===== src/rtl/comp2s_pkg.sv =====
// -----------------------------------------------------------------------------
// comp2s_pkg
// Shared definitions for the comp2s two's-complement pipeline.
// The operation modes are listed here so that the core, the top level and any
// upstream mode generator all use the same encoding.
// -----------------------------------------------------------------------------
package comp2s_pkg;

    typedef logic [1:0] mode_t;

    localparam mode_t MODE_PASS = 2'b00;  // out = x
    localparam mode_t MODE_NEG  = 2'b01;  // out = -x
    localparam mode_t MODE_ABS  = 2'b10;  // out = |x|
    localparam mode_t MODE_SM   = 2'b11;  // out = sign-magnitude form of x

endpackage


===== src/rtl/comp2s_if.sv =====
// -----------------------------------------------------------------------------
// comp2s_if
// Streaming bus between the multiplier front-end, the comp2s pipeline and the
// accumulator. It carries two valid/ready links:
//   in_valid / in_ready  with payload {mode, data_in}  (front-end -> pipeline)
//   out_valid / out_ready with payload {data_out, ovf} (pipeline -> accumulator)
// Modports:
//   master : the side that feeds samples in and consumes results
//   slave  : the pipeline itself
// -----------------------------------------------------------------------------
interface comp2s_if
    import comp2s_pkg::*;
#(
    parameter int N = 16
);
    logic         in_valid;
    logic         in_ready;
    mode_t        mode;
    logic [N-1:0] data_in;

    logic         out_valid;
    logic         out_ready;
    logic [N-1:0] data_out;
    logic         ovf;

    modport master (
        output in_valid,
        output mode,
        output data_in,
        output out_ready,
        input  in_ready,
        input  out_valid,
        input  data_out,
        input  ovf
    );

    modport slave (
        input  in_valid,
        input  mode,
        input  data_in,
        input  out_ready,
        output in_ready,
        output out_valid,
        output data_out,
        output ovf
    );

endinterface


===== src/rtl/comp2s_core.sv =====
// -----------------------------------------------------------------------------
// comp2s_core
// Purely combinational two's-complement operator: {mode, x} -> {y, ovf}.
//   MODE_PASS : y = x,                               ovf = 0
//   MODE_NEG  : y = -x (mod 2^N)
//   MODE_ABS  : y = |x|
//   MODE_SM   : y = {sign, |x| in N-1 bits}
// The most-negative code MN = 2^(N-1) has no positive counterpart. For NEG
// and ABS it raises ovf and yields MAXP when SAT=1, or wraps to MN when SAT=0.
// For SM it raises ovf and always yields {1, all ones}, the largest
// representable negative magnitude.
// Zero maps to zero in every mode, so SM never produces a negative zero.
// Ports:
//   mode : operation select
//   x    : two's-complement operand
//   y    : result
//   ovf  : x hit the most-negative corner case in a mode that transforms it
// -----------------------------------------------------------------------------
module comp2s_core
    import comp2s_pkg::*;
#(
    parameter int N   = 16,
    parameter bit SAT = 1'b1
) (
    input  mode_t               mode,
    input  logic signed [N-1:0] x,
    output logic signed [N-1:0] y,
    output logic                ovf
);

    localparam logic signed [N-1:0] MN   = {1'b1, {(N-1){1'b0}}};
    localparam logic signed [N-1:0] MAXP = {1'b0, {(N-1){1'b1}}};
    localparam logic signed [N-1:0] SM_MN = {N{1'b1}};

    // Result for -MN / |MN| when the true value is out of range.
    function automatic logic signed [N-1:0] sat_mn(input logic sat_en);
        return sat_en ? MAXP : MN;
    endfunction

    // Sign-magnitude form of a value that is known not to be MN, so its
    // magnitude fits in N-1 bits.
    function automatic logic signed [N-1:0] to_sm(input logic signed [N-1:0] v,
                                                   input logic signed [N-1:0] neg_v);
        return v[N-1] ? {1'b1, neg_v[N-2:0]} : v;
    endfunction

    logic signed [N-1:0] neg_x;
    logic                is_mn;

    // Negation wraps modulo 2^N; the MN case is patched below.
    assign neg_x = -x;
    assign is_mn = (x == MN);

    always_comb begin
        y   = x;
        ovf = 1'b0;
        case (mode)
            MODE_PASS: begin
                y   = x;
                ovf = 1'b0;
            end
            MODE_NEG: begin
                ovf = is_mn;
                y   = is_mn ? sat_mn(SAT) : neg_x;
            end
            MODE_ABS: begin
                ovf = is_mn;
                if (is_mn) begin
                    y = sat_mn(SAT);
                end else begin
                    y = x[N-1] ? neg_x : x;
                end
            end
            MODE_SM: begin
                ovf = is_mn;
                y   = is_mn ? SM_MN : to_sm(x, neg_x);
            end
            default: begin
                y   = x;
                ovf = 1'b0;
            end
        endcase
    end

endmodule


===== src/rtl/comp2s_pipe.sv =====
// -----------------------------------------------------------------------------
// comp2s_pipe
// Two-stage valid/ready pipeline around comp2s_core, plus an overflow event
// counter.
//   S1 (_p1) captures {mode, data_in} from the input link.
//   S2 (_p2) holds the computed {data_out, ovf} presented on the output link.
// Latency is two cycles and throughput is one sample per cycle when the
// output is not stalled. in_ready is combinational from out_ready (no skid
// buffer), so a full pipeline accepts a new sample in the same cycle the
// result leaves.
// Parameters:
//   N     : data width in bits (>= 2)
//   SAT   : 1 saturates -MN/|MN| to MAXP, 0 wraps to MN
//   CNT_W : width of the overflow event counter
// Ports:
//   clk     : rising-edge clock
//   rst     : asynchronous active-high reset; empties both stages and clears
//             data_out, ovf and ovf_cnt immediately
//   bus     : streaming interface (slave side)
//   clr_cnt : synchronous clear of ovf_cnt; wins over a same-cycle event
//   ovf_cnt : saturating count of delivered samples flagged ovf
// -----------------------------------------------------------------------------
module comp2s_pipe
    import comp2s_pkg::*;
#(
    parameter int N     = 16,
    parameter bit SAT   = 1'b1,
    parameter int CNT_W = 16
) (
    input  logic             clk,
    input  logic             rst,
    comp2s_if.slave          bus,
    input  logic             clr_cnt,
    output logic [CNT_W-1:0] ovf_cnt
);

    localparam logic [CNT_W-1:0] CNT_MAX = {CNT_W{1'b1}};
    localparam logic [CNT_W-1:0] CNT_ONE = {{(CNT_W-1){1'b0}}, 1'b1};

    // Increment that sticks at the all-ones code instead of wrapping.
    function automatic logic [CNT_W-1:0] sat_inc(input logic [CNT_W-1:0] c);
        return (c == CNT_MAX) ? c : c + CNT_ONE;
    endfunction

    logic                vld_p1;
    mode_t               mode_p1;
    logic signed [N-1:0] data_p1;

    logic                vld_p2;
    logic signed [N-1:0] data_p2;
    logic                ovf_p2;

    logic signed [N-1:0] y_core;
    logic                ovf_core;

    logic                s2_load;
    logic                s1_load;
    logic                ovf_evt;

    // S2 can take a new value when it is empty or its content leaves now;
    // S1 can take one when it is empty or its content moves into S2.
    assign s2_load      = !vld_p2 || bus.out_ready;
    assign bus.in_ready = !vld_p1 || s2_load;
    assign s1_load      = bus.in_valid && bus.in_ready;

    // ---- stage S1: capture input sample ----
    always_ff @(posedge clk or posedge rst) begin
        if (rst) begin
            vld_p1 <= 1'b0;
        end else if (bus.in_ready) begin
            vld_p1 <= bus.in_valid;
        end
    end

    always_ff @(posedge clk) begin
        if (s1_load) begin
            mode_p1 <= bus.mode;
            data_p1 <= bus.data_in;
        end
    end

    comp2s_core #(
        .N   (N),
        .SAT (SAT)
    ) u_core (
        .mode (mode_p1),
        .x    (data_p1),
        .y    (y_core),
        .ovf  (ovf_core)
    );

    // ---- stage S2: computed result, held while stalled ----
    always_ff @(posedge clk or posedge rst) begin
        if (rst) begin
            vld_p2  <= 1'b0;
            data_p2 <= '0;
            ovf_p2  <= 1'b0;
        end else if (s2_load) begin
            vld_p2 <= vld_p1;
            if (vld_p1) begin
                data_p2 <= y_core;
                ovf_p2  <= ovf_core;
            end
        end
    end

    assign bus.out_valid = vld_p2;
    assign bus.data_out  = data_p2;
    assign bus.ovf       = ovf_p2;

    // ---- overflow event counter, counts on delivery ----
    assign ovf_evt = vld_p2 && bus.out_ready && ovf_p2;

    always_ff @(posedge clk or posedge rst) begin
        if (rst) begin
            ovf_cnt <= '0;
        end else if (clr_cnt) begin
            ovf_cnt <= '0;
        end else if (ovf_evt) begin
            ovf_cnt <= sat_inc(ovf_cnt);
        end
    end

endmodule


===== src/flat_wrapper.sv =====
// flat-port wrapper written by rule: the top's interface ports become plain ports
module comp2s_pipe_flat import comp2s_pkg::*;
#(
    parameter int N     = 16,
    parameter bit SAT   = 1'b1,
    parameter int CNT_W = 16
)
  (clk, rst, clr_cnt, ovf_cnt, bus_in_valid, bus_mode, bus_data_in, bus_out_ready, bus_in_ready, bus_out_valid, bus_data_out, bus_ovf);
  comp2s_if #(.N(N)) bus_i ();
  input  logic clk;
  input  logic rst;
  input  logic clr_cnt;
  output logic [CNT_W-1:0] ovf_cnt;
  input wire logic [$bits(bus_i.in_valid)-1:0] bus_in_valid;
  input wire logic [$bits(bus_i.mode)-1:0] bus_mode;
  input wire logic [$bits(bus_i.data_in)-1:0] bus_data_in;
  input wire logic [$bits(bus_i.out_ready)-1:0] bus_out_ready;
  output wire logic [$bits(bus_i.in_ready)-1:0] bus_in_ready;
  output wire logic [$bits(bus_i.out_valid)-1:0] bus_out_valid;
  output wire logic [$bits(bus_i.data_out)-1:0] bus_data_out;
  output wire logic [$bits(bus_i.ovf)-1:0] bus_ovf;
  assign bus_i.in_valid = bus_in_valid;
  assign bus_i.mode = bus_mode;
  assign bus_i.data_in = bus_data_in;
  assign bus_i.out_ready = bus_out_ready;
  assign bus_in_ready = bus_i.in_ready;
  assign bus_out_valid = bus_i.out_valid;
  assign bus_data_out = bus_i.data_out;
  assign bus_ovf = bus_i.ovf;
  comp2s_pipe #(.N(N), .SAT(SAT), .CNT_W(CNT_W)) u_core (.clk(clk), .rst(rst), .bus(bus_i), .clr_cnt(clr_cnt), .ovf_cnt(ovf_cnt));
endmodule

===== config.mk =====
export PLATFORM = sky130hd
export DESIGN_NAME = comp2s_pipe_flat
export DESIGN_NICKNAME = d
export VERILOG_FILES = /design/src/rtl/comp2s_pkg.sv /design/src/rtl/comp2s_if.sv /design/src/rtl/comp2s_core.sv /design/src/rtl/comp2s_pipe.sv /design/src/flat_wrapper.sv
export SDC_FILE = /design/constraint.sdc
export NUM_CORES = 1
export LEC_CHECK = 0
export CAP_MARGIN = 20
export CORE_MARGIN = 8
export CORE_UTILIZATION = 45
export DETAILED_ROUTE_END_ITERATION = 12
export HOLD_SLACK_MARGIN = 0.03
export PLACE_DENSITY = 0.73
export SLEW_MARGIN = 10
export SYNTH_ARGS = -nofsm -noshare
export SYNTH_HDL_FRONTEND = slang
export SYNTH_HIERARCHICAL = 1
export SYNTH_SLANG_ARGS = --single-unit

===== constraint.sdc =====
create_clock -name clk -period 2.8 [get_ports clk]
set_input_delay 0.56 -clock clk [delete_from_list [all_inputs] [get_ports clk]]
set_output_delay 0.56 -clock clk [all_outputs]
set_load 0.02 [all_outputs]

# Word level (Yosys, flattened, before mapping)
# Index checks and enable logic that the tools add are counted.
# classes
add_sub_neg,2
n_eq_ne,6
muxes,10
n_reduce_logical,12
# op_table
op,count
16-bit 2-to-1 mux,8
16-bit case mux with 4 select lines,1
"16-bit equality test, second input constant",2
"16-bit by 1-bit adder with 16-bit output, second input constant",1
16-bit negation,1
"2-bit equality test, second input constant",2
2-bit AND reduction,2
1-bit logical AND,3
3-bit OR reduction,1
"2-bit by 1-bit equality test with 1-bit output, second input constant",1
1-bit zero test,2
2-bit zero test,1
1-bit logical OR,2
"2-bit != test, second input constant",1
1-bit case mux with 2 select lines,1
2-bit nonzero test,1
# word_totals
reg_bits,53
in_bits,23
output_inout_bits,35
elab_cells,37

# Longest topological paths before layout
# Gate-level depths: netlist of the first run.
# depth
depth_word,4
depth_mapped,9
ltp_nobuf,7

# Modules after synthesis
# The synthesis of the first run kept the hierarchy.
# modules_own_cells
module,n_inst,cells_per_inst,area_each_um2,seq_area_each_um2
comp2s_pipe,1,163,2288.4,1416.4
comp2s_core,1,106,678.2,0.0

# Worst setup path after synthesis of the first run
# Ideal clock, no wire load.
# synth_timing
path_type,reg-to-reg
start,reg u_core.data_p1[2]
end,"reg u_core.data_p2[15], in the netlist u_core/bus.data_out[15]"
t_arrival_ns,2.646
t_required_ns,2.735
setup_slack_ns,0.089
stages_incl_launch_ff,9
path_buffers,1
cell_sequence,edfxtp_1 or4_1 clkbuf_1 or4_1 nor3_1 ha_1 a311o_1 a32oi_1 mux2_2
# synth_via
elab_chain_len,4
elab_cells_between_ends,7
cone_classes,add/sub: 1; eq/ne: 1; mux: 5
# synth_lines
element,line_no,source
start: declaration,comp2s_pipe.sv:47,logic signed [N-1:0] data_p1;
start signal: assignment,comp2s_pipe.sv:78,data_p1 <= bus.data_in;
16-bit negation,comp2s_core.sv:51,assign neg_x = -x;
16-bit 2-to-1 mux,comp2s_core.sv:71,y = x[N-1] ? neg_x : x;
16-bit 2-to-1 mux,comp2s_core.sv:68,if (is_mn) begin
16-bit case mux with 4 select lines (*),comp2s_core.sv:57,case (mode)
net u_core.y_core[15],comp2s_pipe.sv:53,logic signed [N-1:0] y_core;
end signal: assignment,comp2s_pipe.sv:101,data_p2 <= y_core;
end: declaration,comp2s_pipe.sv:50,logic signed [N-1:0] data_p2;
# Mark *: on every way through the listed nets, which the timed path passes. The rest lies on a longest branch.
# A chain may end at the register's enable or synchronous reset.

# Worst setup path after layout of the first run
# Ends and elaborated chain as after synthesis.

==> results of run 1 <==
## worst min-delay path by stage
stage                     slack [ns]                      end  cells after the start
after floorplan                 0.46     u_core/bus.out_valid                      1
after global routing            0.53   u_core/bus.data_out[8]                      1
final                           0.51  u_core/bus.data_out[10]                      1
after global placement          0.47     u_core/bus.out_valid                      1
after detailed placement        0.49     u_core/bus.out_valid                      1
after CTS                       0.51     u_core/bus.out_valid                      1
## through the flow
stage / cell area (µm²) / hold slack, ns / instances
floorplan: 2967 / 0.4572 / 269
global placement: 3685 / 0.4703 / 405
detailed placement: 3685 / 0.4872 / 405
CTS: 3769 / 0.5110 / 413
global route: 3776 / 0.5303 / 414
finish: 3776 / 0.5126 / 414
## sequential cells by signal, summed over array words and instances, names as in the netlist
register / cells
u_core/bus.data_out: 16
u_core/bus.out_valid: 1
u_core/bus.ovf: 1
u_core/data_p1: 16
u_core/mode_p1: 2
u_core/ovf_cnt: 16
u_core/vld_p1: 1
## power by group
group          internal, mW  switching, mW  leakage, nW
logic                 0.221          0.196        0.797
clock network         0.178          0.248       0.0385
registers             0.880         0.0528        0.616
total                  1.28          0.497         1.45
## logic make-up after synthesis
group | share of synthesized area [%]
fa+ha+maj | 1.265
simple gates | 24.00
flops | 47.74
compound gates | 12.95
mux | 10.42
buf+inv | 2.446
xor+xnor | 1.181
## synth_stat cells, types with 3 or more instances
cell / n / area share [%]
dfrtp_1: 35 / 30
edfxtp_1: 18 / 18
mux2_2: 18 / 6.8
a21oi_1: 15 / 2.5
nand2_1: 15 / 1.9
nor2_1: 15 / 1.9
o31ai_1: 13 / 3.3
nand3_1: 10 / 1.7
or4_1: 10 / 2.5
nand2b_1: 8 / 1.7
o21ai_0: 8 / 1.3
inv_1: 7 / 0.89
clkbuf_1: 6 / 0.76
nor2b_1: 6 / 1.3
nor3_1: 6 / 1.0
or3_1: 6 / 1.3
mux2i_1: 5 / 1.7
buf_2: 4 / 0.67
nand4_1: 4 / 0.84
o311ai_0: 4 / 1.2
and3_1: 3 / 0.63
ha_1: 3 / 1.3
mux2_4: 3 / 1.5
nor4_1: 3 / 0.63
nor4_4: 3 / 2.2
or2_2: 3 / 0.63
xor2_1: 3 / 0.89
## routing by layer
layer,track usage [%],routed length [µm]
met1,19.68,3167
met2,20.78,2973
met3,3.841,483
met4,4.734,89
met5,0,0
## layout make-up
type | count | area share (%)
inverter | 7 | 0.6958
clock inverter | 1 | 0.1988
tap | 77 | 2.551
sequential | 53 | 37.51
multi-input combinational | 198 | 39.13
clock buffer | 7 | 2.021
timing repair buffer | 71 | 17.89
## worst register-to-register path, delay by kind of cell (launching register included)
family / cells / cell delay [ns]
mux: 1 / 0.17
fa+ha+maj: 1 / 0.26
compound gates: 2 / 0.49
simple gates: 3 / 1.30
flops: 1 / 0.44
==> flow_summary.json, run 1 <==
{
  "status": "finished, final reports clean",
  "fp.dieH_um": 97.20,
  "root_buffer": "clkbuf_8",
  "cts_tree": "built",
  "port-buffer-count": 57,
  "start_util_pct": 46.72,
  "fin_skew_ns": 0.01173,
  "power.leakage_nw": 1.451,
  "syn_nets": 295,
  "grt.overflow.total": 0,
  "critPathMaxFanout": 4,
  "synth_area_mm2": 0.002967,
  "vias": 2367,
  "hold_path_startpoint": "u_core/bus.data_out[10]",
  "place.gp.congestion": 0.9148,
  "arrival_ns": 2.95,
  "clk_latency_ns": 0.30,
  "ys_types": 52,
  "grt_pass1_wl_mm": 11.37,
  "yosys_warnings": 6,
  "cp.required_ns": 3.04,
  "antenna_found_initial": 0,
  "final_common_cell": "clkdlybuf4s50_1",
  "fin_crit_ns": 2.710,
  "cts_hold_buf": 0,
  "syn_area_per_cell_um2": 11.03,
  "ys_seq_area_share_pct": 47.74,
  "boundaryPins": 58,
  "critPathTopFamily": "simple AND/OR/NAND/NOR gates",
  "endpoint_kind": "flip-flop",
  "final_cell_mix": "57 x clkdlybuf4s50_1, 35 x dfrtp_1, 18 x mux2_2, 18 x edfxtp_1",
  "first_global_vias": 2305,
  "dieWidth_um": 97.20,
  "critical_path.most_common_cell": "or4_1",
  "postCtsSetupBuffers": 0,
  "synthFlopType": "dfrtp_1",
  "drt_iter0_drc": 152,
  "r2r_slack_ns": 0.09,
  "viasPerCell": 5.717,
  "fmax_mhz": 369.0,
  "worstSetupStartpointType": "flip-flop",
  "netlist_instances": 269,
  "nets": 362,
  "p_total_mw": 1.775,
  "path_depth": 7,
  "worstReg2RegEnd": "u_core/bus.data_out[15]",
  "setup_ws_ns": 0.09006,
  "multi_input_area_mm2": 0.001478,
  "min_period_over_period_pct": 96.78,
  "htree_levels": 2,
  "drc": 0,
  "firstDrtPassIters": 4,
  "ir_drop_mv": 0.2767,
  "clkTransAtPathRegs_ns": 0.09,
  "hold_path.class": "reg -> reg",
  "pre_cts_ws_ns": 0.1240,
  "fill_cells": 546,
  "crit_type": "reg -> reg",
  "rows": 29,
  "drtAntennaViolNets": 0,
  "powerDensity_mw_per_mm2": 470.1,
  "slew_headroom_pct": 67.42,
  "core_mm2": 0.006350,
  "slew_violations": 0,
  "final.setup.tns_ns": 0,
  "dp_hpwl_mm": 5.052,
  "worst_pin_slew_ns": 0.4751,
  "register_area_mm2": 0.001416,
  "rr_worst_depth": 7,
  "grt_usage_pct": 14.23,
  "drive_above_1_share_pct": 18.10,
  "synth-seq-cells": 53,
  "die-area_mm2": 0.009447,
  "cts_buffer_depth": 2,
  "slowest_delay_ns": 0.57,
  "rr_startpoint": "u_core/data_p1[2]",
  "drv_cap": 0,
  "cp-endpoint": "u_core/bus.data_out[15]",
  "critPathSlowestCell": "or4_1",
  "crit_start": "u_core/data_p1[2]",
  "drt_wl_total_mm": 6.715,
  "grt_max_degree": 36,
  "finalSetupViolations": 0,
  "numCtsBuffers": 5,
  "crit_buf_inv": 0,
  "hold_violations": 0,
  "cts-resized-gates": 0,
  "worstPathCellList": "or4_1 -> or4_1 -> nor3_1 -> ha_1 -> a311o_1 -> a32oi_1 -> mux2_2",
  "ys_async_sr_fraction_pct": 66.04,
  "wire_per_inst_um": 16.22,
  "clock_sinks": 53,
  "n_antenna_cell": 0,
  "area_delta_synth_final_pct": 27.29,
  "fin_util_pct": 59.47,
  "synth-edff-count": 18
}
No activity file was read; power rests on OpenSTA's default activity.
==> inputs of run 2 (changes only) <==
--- a/config.mk
+++ b/config.mk
@@ -10,7 +10,8 @@
 export CORE_UTILIZATION = 45
 export DETAILED_ROUTE_END_ITERATION = 12
 export HOLD_SLACK_MARGIN = 0.03
-export PLACE_DENSITY = 0.73
+export PLACE_DENSITY = 0.7
+export SKIP_LAST_GASP = 1
 export SLEW_MARGIN = 10
 export SYNTH_ARGS = -nofsm -noshare
 export SYNTH_HDL_FRONTEND = slang
==> constraint.sdc (replaced) <==
create_clock -name clk -period 2.6 [get_ports clk]
set_input_delay 0.52 -clock clk [delete_from_list [all_inputs] [get_ports clk]]
set_output_delay 0.52 -clock clk [all_outputs]
set_load 0.1 [all_outputs]
==> run 2 against run 1 <==
  * Cell count grew 1.2%
  * Design area grew 0.56%
  * Maximum frequency grew 5.9%
  * Core utilization grew 0.33 points
  * Clock skew shrank 0.0084 ns
  * Global-route usage grew 0.77 points
  * First-iteration DRC count shrank 5.9%
  * Wire length grew 4.8%
  * Combinational power grew 100%
  * Sequential power grew 8%
  * Die area is the same
  * Critical path type unchanged
  * Largest cell class unchanged
  * Largest power group unchanged
==> flow_summary.json, run 2 (same netlist as run 1, synthesis figures left out) <==
{
  "fmax_mhz": 390.8,
  "p_comb_share_pct": 34.7,
  "slowest_delay_ns": 0.56,
  "fp.dieH_um": 97.20,
  "area_delta_synth_final_pct": 28.01,
  "p_clk_share_pct": 23.4,
  "slew_headroom_pct": 51.43,
  "final_common_cell": "buf_4",
  "hold_ws_ns": 0.5023,
  "critical_path.most_common_cell": "or4_4",
  "boundaryPins": 58,
  "grt_pass1_wl_mm": 11.87,
  "slew_violations": 0,
  "pwr-share-seq_pct": 41.9,
  "nets": 367,
  "worstPathCellList": "or4_4 -> or4_4 -> nor3_2 -> ha_1 -> a311o_1 -> a32oi_1 -> mux2_4",
  "p_total_mw": 2.398,
  "place.gp.congestion": 0.8770,
  "n_antenna_cell": 0,
  "cts_hold_buf": 0,
  "hold_path_startpoint": "u_core/vld_p1",
  "p_sw_share_pct": 39.15,
  "crit_type": "reg -> reg",
  "viasPerCell": 5.802,
  "critPathMaxFanout": 4,
  "fin_skew_ns": 0.003368,
  "min_period_over_period_pct": 98.41,
  "worstSetupStartpointType": "flip-flop",
  "power.leakage_nw": 1.562,
  "cp-endpoint": "u_core/bus.data_out[15]",
  "grt_max_degree": 22,
  "final_cell_mix": "53 x buf_4, 34 x dfrtp_1, 22 x clkdlybuf4s50_1",
  "rr_worst_depth": 7,
  "crit_start": "u_core/data_p1[10]",
  "dp_hpwl_mm": 5.276,
  "hold_path.class": "reg -> reg",
  "dieWidth_um": 97.20,
  "htree_levels": 2,
  "root_buffer": "clkbuf_8",
  "firstDrtPassIters": 4,
  "vias": 2431,
  "fin_util_pct": 59.80,
  "numCtsBuffers": 5,
  "drt_wl_total_mm": 7.036,
  "cts_buffer_depth": 2,
  "clock_sinks": 53,
  "powerDensity_mw_per_mm2": 631.5,
  "endpoint_kind": "flip-flop",
  "antenna_found_initial": 0,
  "critPathSlowestCell": "or4_4",
  "drc": 0,
  "rsz0062_at_grt": "yes",
  "drt_iter0_drc": 143,
  "hold_violations": 0,
  "worst_pin_slew_ns": 0.7277,
  "grt_usage_pct": 15.01,
  "fin_crit_ns": 2.559,
  "port-buffer-count": 57,
  "die-area_mm2": 0.009447,
  "rows": 29,
  "final_cells": 419,
  "finalSetupViolations": 0,
  "core_mm2": 0.006350,
  "arrival_ns": 2.82,
  "drive_above_1_share_pct": 31.87,
  "rr_startpoint": "u_core/data_p1[10]",
  "cp.required_ns": 2.86,
  "intPower_mw": 1.459,
  "first_global_vias": 2320,
  "wire_per_inst_um": 16.79,
  "clk_latency_ns": 0.31,
  "status": "finished, final reports clean",
  "start_util_pct": 46.72,
  "drv_cap": 0,
  "ir_drop_mv": 0.5567,
  "dp.cells": 410,
  "p_switching_mw": 0.9390,
  "worstReg2RegEnd": "u_core/bus.data_out[15]",
  "cts_tree": "built",
  "clkTransAtPathRegs_ns": 0.10,
  "grt.overflow.total": 0,
  "r2r_slack_ns": 0.04,
  "drtAntennaViolNets": 0
}
[run 2: metrics by stage]
stage	TNS (ns)	instance area (µm²)	setup slack (ns)
after floorplan	-0.001793	2982	-0.001793
after global placement	-0.1071	3661	-0.03696
after detailed placement	-0.3470	3661	-0.09187
after CTS	0	3784	0.0006397
after global routing	-0.1618	3797	-0.07080
final	0	3797	0.04143
[run 2: worst max-delay path: cells and delay by family, from the launching register on]
| kind | cells | cell delay (ns) |
|---|---|---|
| muxes | 1 | 0.17 |
| AOI/OAI and AO/OA | 2 | 0.47 |
| DFF | 1 | 0.39 |
| and+or+nand+nor | 3 | 1.23 |
| adders and majority gates | 1 | 0.24 |
[run 2: power groups by stage]
stage                     Clock, mW  Combinational [mW]  Sequential [mW]
final                         0.561               0.833             1.01
after global routing          0.608               0.869             1.02
after global placement            0               0.825             1.02
after CTS                     0.587               0.835             1.01
after floorplan                   0               0.179             1.46
after detailed placement          0               0.831             1.02
[run 2: metal layers]
metal | up-vias | part of all wire (%) | track usage [%]
li1 | 1177 | - | -
met5 | - | 0 | 0
met4 | 0 | 1.3 | 4.970
met3 | 6 | 5.5 | 3.129
met2 | 74 | 45 | 22.34
met1 | 1174 | 48 | 20.97
[run 2: what timing repair did]
action	CTS	global route
setup buffers	1	0
gates resized for setup	3	3
endpoints found under the setup margin	8	7
pin swaps	0	1
[run 2: worst min-delay path by stage]
| stage | depth (start not counted) | slack (ns) | end |
|---|---|---|---|
| after floorplan | 1 | 0.46 | u_core/bus.out_valid |
| after global placement | 1 | 0.47 | u_core/bus.out_valid |
| after detailed placement | 1 | 0.48 | u_core/bus.out_valid |
| after CTS | 1 | 0.50 | u_core/bus.out_valid |
| after global routing | 1 | 0.53 | u_core/bus.out_valid |
| final | 1 | 0.50 | u_core/bus.out_valid |
[run 2: area by class of cell]
| cell class | instances | area (µm²) |
|---|---|---|
| clock inverters | 2 | 35.03 |
| flip-flops and latches | 53 | 1418 |
| fillers | 564 | 2552 |
| multi-input cells | 198 | 1511 |
| inverters | 7 | 26.28 |
| repair buffers | 76 | 638.1 |
| clock buffers | 6 | 72.57 |
| well taps | 77 | 96.34 |
==> inputs of run 3 (changes only) <==
--- a/config.mk
+++ b/config.mk
@@ -8,9 +8,11 @@
 export CAP_MARGIN = 20
 export CORE_MARGIN = 8
 export CORE_UTILIZATION = 45
+export CTS_CLUSTER_SIZE = 40
 export DETAILED_ROUTE_END_ITERATION = 12
 export HOLD_SLACK_MARGIN = 0.03
 export PLACE_DENSITY = 0.7
+export SETUP_SLACK_MARGIN = 0.3
 export SKIP_LAST_GASP = 1
 export SLEW_MARGIN = 10
 export SYNTH_ARGS = -nofsm -noshare
==> run 3 against run 2 <==
  * The flow now finishes with violations (setup timing)
  * First-iteration DRC count grew 31%
  * Via count grew 6.5%
  * Clock skew increased by 0.0067 ns
  * Design area up 7.3%
  * Hold slack about the same
  * Sequential power is essentially flat
  * Critical path type unchanged
==> flow_summary.json, run 3 (same netlist as run 1, synthesis figures left out) <==
{
  "cts_buffer_depth": 2,
  "start_util_pct": 46.72,
  "pre_cts_ws_ns": -0.01147,
  "vias": 2589,
  "wire_per_inst_um": 17.94,
  "grt.overflow.total": 0,
  "drv_cap": 0,
  "clkTransAtPathRegs_ns": 0.10,
  "rows": 29,
  "slew_headroom_pct": 58.09,
  "place.gp.congestion": 0.9156,
  "worstSetupStartpointType": "flip-flop",
  "multi_input_area_mm2": 0.001572,
  "setup_ws_ns": -0.009487,
  "fill_cells": 512,
  "fin_skew_ns": 0.01007,
  "crit_start": "u_core/data_p1[9]",
  "n_antenna_cell": 0,
  "hold_path.class": "reg -> reg",
  "dieWidth_um": 97.20,
  "ir_drop_mv": 0.5375,
  "fmax_mhz": 383.2,
  "register_area_mm2": 0.001430,
  "die-area_mm2": 0.009447,
  "critPathMaxFanout": 7,
  "rr_startpoint": "u_core/data_p1[9]",
  "crit_type": "reg -> reg",
  "slew_violations": 0,
  "root_buffer": "clkbuf_8",
  "drtAntennaViolNets": 0,
  "status": "finished, violations left",
  "finalSetupViolations": 1,
  "cts_tree": "built",
  "nets": 383,
  "arrival_ns": 2.87,
  "worstReg2RegEnd": "u_core/bus.data_out[9]",
  "power.leakage_nw": 1.678,
  "hold_path_startpoint": "u_core/vld_p1",
  "drive_above_1_share_pct": 40.50,
  "area_delta_synth_final_pct": 37.41,
  "fp.dieH_um": 97.20,
  "hold_depth": 1,
  "powerDensity_mw_per_mm2": 626.8,
  "min_period_over_period_pct": 100.4,
  "cts_hold_buf": 0,
  "dp_hpwl_mm": 5.228,
  "clock_sinks": 53,
  "port-buffer-count": 57,
  "antenna_found_initial": 0,
  "final_common_cell": "buf_4",
  "viasPerCell": 5.952,
  "r2r_slack_ns": -0.009,
  "numCtsBuffers": 5,
  "min_to": "u_core/bus.out_valid",
  "core_mm2": 0.006350,
  "clk_latency_ns": 0.31,
  "final_cell_mix": "53 x buf_4, 26 x dfrtp_1, 22 x clkdlybuf4s50_1",
  "violations": "setup timing",
  "grt_max_degree": 36,
  "cp.required_ns": 2.86,
  "worst_pin_slew_ns": 0.6112,
  "grt_usage_pct": 15.99,
  "boundaryPins": 58,
  "drt_iter0_drc": 187,
  "drt_wl_total_mm": 7.802,
  "first_global_vias": 2568,
  "hold_violations": 0,
  "firstDrtPassIters": 5,
  "grt_pass1_wl_mm": 12.77,
  "endpoint_kind": "flip-flop",
  "p_total_mw": 2.555,
  "rsz0062_at_grt": "yes",
  "fin_crit_ns": 2.609,
  "drc": 0,
  "rr_worst_depth": 6,
  "htree_levels": 2
}
-- run 3: cell count changes in the layout (fill, tap and decap cells not counted), moves of 2 or more --
cell and change:
buf_6 +16, dfrtp_1 -8, dfrtp_2 +7, mux2_2 -2, mux2_4 +2, nand2_1 -4, nand2_2 +4, o31ai_1 -2
-- run 3: report_power, final --
group	internal, mW	total (mW)	switching [mW]
combinational	0.259	0.885	0.626
clock	0.383	0.663	0.280
sequential	0.948	1.01	0.0589
-- run 3: final cells by class --
class | count | area share [%]
Clock buffer | 5 | 1.688
Clock inverter | 3 | 1.596
Inverter | 7 | 0.6446
Multi-Input combinational cell | 198 | 38.55
Sequential cell | 53 | 35.08
Tap cell | 77 | 2.363
Timing Repair Buffer | 92 | 20.07
-- run 3: worst max path at each step --
| stage | end | slack (ns) | cells past startpoint |
|---|---|---|---|
| floorplan | u_core/bus.data_out[15] | -0.002 | 8 |
| global placement | u_core/bus.data_out[15] | 0.06 | 7 |
| detailed placement | u_core/bus.data_out[15] | -0.01 | 7 |
| CTS | u_core/bus.data_out[15] | 0.03 | 7 |
| global route | u_core/bus.data_out[15] | -0.07 | 7 |
| finish | u_core/bus.data_out[9] | -0.009 | 6 |
-- run 3: worst max-delay path, stage by stage, from the launching register on --
cell      delay [ns]
edfxtp_1        0.40
or4_4           0.56
buf_4           0.17
or4_4           0.56
or4_4           0.59
o31ai_2         0.10
mux2_4          0.18
-- run 3: per-layer routing --
layer	global-route usage (%)	part of all wire [%]	vias up
met5	0	0	-
met1	20.66	44	1258
met4	6.509	2.9	0
li1	-	-	1203
met3	3.770	6.7	18
met2	25.00	46	110
-- run 3: through the flow --
| stage | hold slack, ns | utilization [%] | instance area, µm² | TNS, ns | std cells |
|---|---|---|---|---|---|
| floorplan | 0.4569 | - | 3017 | -0.001793 | 269 |
| global placement | 0.4725 | 57.66 | 3661 | 0 | 407 |
| detailed placement | 0.4857 | 57.66 | 3661 | -0.01147 | 407 |
| CTS | 0.5066 | 63.39 | 4025 | 0 | 432 |
| global route | 0.5287 | 64.20 | 4076 | -0.1884 | 435 |
| finish | 0.5019 | 64.20 | 4076 | -0.009487 | 435 |
-- run 3: timing repair --
action / 4_1_cts / 5_1_grt
endpoints found under the setup margin: 16 / 16
gates resized for setup: 28 / 7
pin swaps: 4 / 1
buffers inserted: 17 / 3
